--- src/rtl/beam_threshold_loader.sv ---
// rtl/beam_threshold_loader.sv - shadow threshold array streamed atomically into the beamformer
// Optional feature macro: BEAM_THRESH_MASK_EN (adds beam_mask_i, masked beams stream all-ones)
module beam_threshold_loader #(
   parameter int NUM_BEAM    = 48,
   parameter int THRESH_BITS = 18,
   parameter int ADDR_BITS   = 6
) (
   input  logic                   aclk,
   input  logic                   arst,
   input  logic                   wr_valid_i,
   output logic                   wr_ready_o,
   input  logic [ADDR_BITS-1:0]   wr_addr_i,
   input  logic [THRESH_BITS-1:0] wr_data_i,
   input  logic                   commit_i,
`ifdef BEAM_THRESH_MASK_EN
   input  logic [NUM_BEAM-1:0]    beam_mask_i,
`endif
   output logic                   busy_o,
   output logic                   err_o,
   input  logic                   err_clr_i,
   output logic                   thresh_wr_o,
   output logic [ADDR_BITS-1:0]   thresh_addr_o,
   output logic [THRESH_BITS-1:0] thresh_data_o,
   output logic                   thresh_update_o
);

   localparam logic [ADDR_BITS-1:0] LAST_BEAM = ADDR_BITS'(NUM_BEAM - 1);

   typedef enum logic [1:0] {
      IDLE   = 2'd0,
      LOAD   = 2'd1,
      UPDATE = 2'd2
   } state_t;

   state_t                 state;
   state_t                 state_nxt;
   logic [ADDR_BITS-1:0]   cnt;
   logic [ADDR_BITS-1:0]   cnt_nxt;
   logic                   pending;
   logic                   pending_nxt;
   logic [THRESH_BITS-1:0] shadow [NUM_BEAM];
   logic [THRESH_BITS-1:0] rd_val;
   logic                   wr_fire;
   logic                   wr_bad;

`ifdef BEAM_THRESH_MASK_EN
   logic [NUM_BEAM-1:0]    mask_q;
   logic [NUM_BEAM-1:0]    mask_use;
`endif

   assign wr_fire = wr_valid_i & wr_ready_o;
   assign wr_bad  = wr_fire & (wr_addr_i > LAST_BEAM);

   always_comb begin
      state_nxt   = state;
      cnt_nxt     = cnt;
      pending_nxt = pending;
      case (state)
         IDLE: begin
            if (commit_i || pending) begin
               state_nxt   = LOAD;
               cnt_nxt     = '0;
               pending_nxt = 1'b0;
            end
         end
         LOAD: begin
            if (commit_i) pending_nxt = 1'b1;
            if (cnt == LAST_BEAM) state_nxt = UPDATE;
            else cnt_nxt = cnt + 1'b1;
         end
         UPDATE: begin
            if (commit_i) pending_nxt = 1'b1;
            state_nxt = IDLE;
         end
         default: state_nxt = IDLE;
      endcase
   end

`ifdef BEAM_THRESH_MASK_EN
   // The first beam is emitted on the commit edge itself, so use the live mask then.
   assign mask_use = (state == IDLE) ? beam_mask_i : mask_q;
`endif

   // Beam 0 is read on the commit edge; a same-cycle write must bypass the array.
   always_comb begin
      rd_val = shadow[cnt_nxt];
      if (wr_fire && !wr_bad && (wr_addr_i == cnt_nxt)) rd_val = wr_data_i;
`ifdef BEAM_THRESH_MASK_EN
      if (mask_use[cnt_nxt]) rd_val = '1;
`endif
   end

   always_ff @(posedge aclk or posedge arst) begin
      if (arst) begin
         state           <= IDLE;
         cnt             <= '0;
         pending         <= 1'b0;
         wr_ready_o      <= 1'b0;
         busy_o          <= 1'b0;
         err_o           <= 1'b0;
         thresh_wr_o     <= 1'b0;
         thresh_addr_o   <= '0;
         thresh_data_o   <= '0;
         thresh_update_o <= 1'b0;
         for (int i = 0; i < NUM_BEAM; i++) shadow[i] <= '1;
`ifdef BEAM_THRESH_MASK_EN
         mask_q          <= '0;
`endif
      end else begin
         state           <= state_nxt;
         cnt             <= cnt_nxt;
         pending         <= pending_nxt;
         wr_ready_o      <= (state_nxt == IDLE);
         busy_o          <= (state_nxt != IDLE) | pending_nxt;
         thresh_wr_o     <= (state_nxt == LOAD);
         thresh_update_o <= (state_nxt == UPDATE);
         if (state_nxt == LOAD) begin
            thresh_addr_o <= cnt_nxt;
            thresh_data_o <= rd_val;
         end
         if (wr_fire && !wr_bad) shadow[wr_addr_i] <= wr_data_i;
         if (wr_bad) err_o <= 1'b1;
         else if (err_clr_i) err_o <= 1'b0;
`ifdef BEAM_THRESH_MASK_EN
         if (state == IDLE) mask_q <= beam_mask_i;
`endif
      end
   end

endmodule
--- config.mk ---
export PLATFORM = sky130hd
export DESIGN_NAME = beam_threshold_loader
export DESIGN_NICKNAME = d
export VERILOG_FILES = /design/src/rtl/beam_threshold_loader.sv
export SDC_FILE = /design/constraint.sdc
export NUM_CORES = 2
export LEC_CHECK = 0
export ABC_AREA = 0
export BUFFER_PORTS_ARGS = -buffer_cell sky130_fd_sc_hd__buf_2
export CELL_PAD_IN_SITES_DETAIL_PLACEMENT = 1
export CELL_PAD_IN_SITES_GLOBAL_PLACEMENT = 2
export CORE_ASPECT_RATIO = 1.75
export CORE_MARGIN = 2
export CORE_UTILIZATION = 48
export DETAILED_ROUTE_END_ITERATION = 8
export PLACE_DENSITY_LB_ADDON = 0.1
export SLEW_MARGIN = 20
export SYNTH_ARGS = -nofsm -noshare
export SYNTH_HDL_FRONTEND = slang
export SYNTH_SLANG_ARGS = --single-unit
--- constraint.sdc ---
create_clock -name aclk -period 75.2 [get_ports aclk]
set_input_delay 3.76 -clock aclk [delete_from_list [all_inputs] [get_ports aclk]]
set_output_delay 3.76 -clock aclk [all_outputs]
set_load 0.05 [all_outputs]
==> reports/metrics.cfg <==
[yosys]
netlist_area_um2=43100
syn_nets=3494
synth_warnings=0
synth-edff-count=0
synth_top_area_share_pct=52.7
ys_ff_latch=902
synth-main-ff-cell=dfstp_2
synth_area_leader_cell=dfstp_2
ys_types=61
synth_cells=3461
synth_area_per_cell_um2=12.5
synth.area.top_cells=dfstp_2 53%, mux2_2 23%, nand2_1 5.0%
ys_seq_area_share_pct=54.9
async_flop_share_pct=100

[worst_setup_path]
cp-start-kind=input pin
crit_path_max_incr_delay_ns=0.86
cp_max_fo=52
cp.arrival_ns=8.23
critPathSlowestCell=and2_4
cp_common_cell=buf_4
path_class=in -> reg
critPathRequiredTime_ns=75.75
crit_path_end_kind=register
path_cells=buf_2, nor3b_4, o31ai_4, buf_4, and2_4, inv_4, buf_4, xnor2_1, nand3_1, nand2_1, a311oi_1, a21oi_1

[clock_network]
path_clk_slew_ns=0.06
clk_latency_ns=0.69
cts_setup_buffers=0
h-tree-depth=3
root_buffer=clkbuf_16
cts.path.max_buffers=3
cts_hold_buf=0
cts.sinks=902
cts_buffers=88
post_cts_resized=0
cts_tree=built

[global_routing]
antenna_found_initial=4
grt_remaining_overflow=0
grt_pass1_wl_um=196000
track_usage_pct=28.0
grt_pass1_vias=31200
grt_max_degree=200

[sta]
min_period_ns=7.68
setup_viol=0
relSlewSlack_pct=25.3
hold_viol=0
rsz0062_at_grt=no
fin_crit_sh_pct=10.2
fin_setup_tns_ns=0
tightest_slew_ns=1.12
clock.fmax_mhz=130
slew_violations=0
fin_skew_ns=0.0315
hold_slack_ns=0.499

[route]
drtIter0Drc=1505
drt-total-wl_um=129000
ant_nets=0
remaining_drc_errors=0
viasPerCell=6.08
wire_per_inst_um=27.7
first_pass_iters=5
vias=28200

[floorplan]
core-area_um2=89100
start_util_pct=48.4
fp-row-count=145
io-pin-count=58
die_y_um=400
die_area_um2=92300
die_x_um=231

[pwr]
p_per_area_nw_per_um2=36.2
p_leak_nw=19.1
ir_worst_vdd_v=0.0000379

[place]
gp_congestion=0.829
hpwl_um=80000
numPortBuffers=57

[final_layout]
syn_to_final_growth_pct=9.40
final_common_cell=dfstp_2
final_net_count=3419
drive_gt1_share_pct=59.2
final_cell_mix=864 x dfstp_2, 863 x mux2_2, 575 x nand2_1

[min_path]
hp-class=reg -> reg

[run_status]
status=complete, no violations

[flow_run]
drv_cap=0

==> kinds of logic after synthesis <==
logic type / Yosys count / share of synthesized area [%]
buffers and inverters: 315 / 3.50
AOI/OAI and AO/OA: 386 / 6.54
and+or+nand+nor: 844 / 8.24
DFF: 902 / 54.9
adders and majority gates: 4 / 0.116
muxes: 1004 / 26.6
xor gates and xnor gates: 6 / 0.122
==> area by class of cell <==
| class | count | area [um^2] |
|---|---|---|
| tap | 1176 | 1470 |
| clock inverter | 20 | 289 |
| sequential | 902 | 23700 |
| antenna | 2 | 5.00 |
| inverter | 16 | 82.6 |
| multi-input combinational | 2244 | 18000 |
| clock buffer | 144 | 2720 |
| timing repair buffer | 134 | 917 |
| fill | 8935 | 41900 |
==> routing by layer <==
metal	vias to the layer above	routed length, um	GRT usage [%]
met3	216	3120	2.67
met4	0	4140	10.3
li1	12200	-	-
met1	15300	52200	33.5
met2	477	69100	51.6
met5	-	0	0
==> per-stage QoR <==
stage | cells | setup WS [ns] | util [%] | area [um^2] | power [mW]
floorplan | 3461 | 47.51 | - | 43100 | 1.08
global placement | 4471 | 66.94 | 49.5 | 44100 | 1.23
detailed placement | 4471 | 66.86 | 49.5 | 44100 | 1.25
CTS | 4635 | 67.60 | 52.9 | 47100 | 1.72
global route | 4638 | 67.28 | 52.9 | 47200 | 1.79
finish | 4638 | 67.52 | 52.9 | 47200 | 1.71
==> power breakdown <==
part           switching, mW  leakage (nW)  internal, mW
clock network          0.195          1.47         0.271
logic                  0.406          8.18         0.196
registers             0.0408          9.43         0.600
==> sequential cells by signal (all words and copies together) (netlist names) <==
register / flops
pending: 1
thresh_update_o: 1
state: 2
err_o: 1
thresh_data_o: 18
cnt: 6
busy_o: 1
thresh_wr_o: 1
thresh_addr_o: 6
shadow: 864
wr_ready_o: 1
==> worst paths after layout <==
check	endpoint	slack, ns	cells past startpoint	startpoint
min in group asynchronous	thresh_data_o[9]$_DFFE_PP0P_	3.34	2	arst
max in group asynchronous	pending$_DFF_PP0_	68.08	6	arst
setup reg to reg	thresh_data_o[17]$_DFFE_PP0P_	69.40	13	state[1]$_DFF_PP0_
hold reg to reg	thresh_addr_o[2]$_DFFE_PP0P_	0.50	2	thresh_addr_o[2]$_DFFE_PP0P_
hold / removal	thresh_addr_o[2]$_DFFE_PP0P_	0.50	2	thresh_addr_o[2]$_DFFE_PP0P_
setup / recovery	thresh_data_o[17]$_DFFE_PP0P_	67.52	12	commit_i
==> critical path: cells and delay by family <==
family                    cells  cell delay [ns]
buffers and inverters         4             1.66
and+or+nand+nor               4             1.62
AOI/OAI and AO/OA             3             0.81
xor gates and xnor gates      1             0.22
==> cells in the mapped netlist (all sizes together) (13+ instances only) <==
master,n
mux4,27
a21oi,98
a32o,37
nand3,151
mux2,864
inv,14
nand2,577
a31oi,16
o22ai,25
clkbuf,174
mux2i,113
buf,125
dfstp,864
a22oi,50
o21ai,30
o211ai,13
nor2,49
a221oi,23
dfrtp,38
a41oi,13
nor3,14
(Power assumes the default switching activity.)
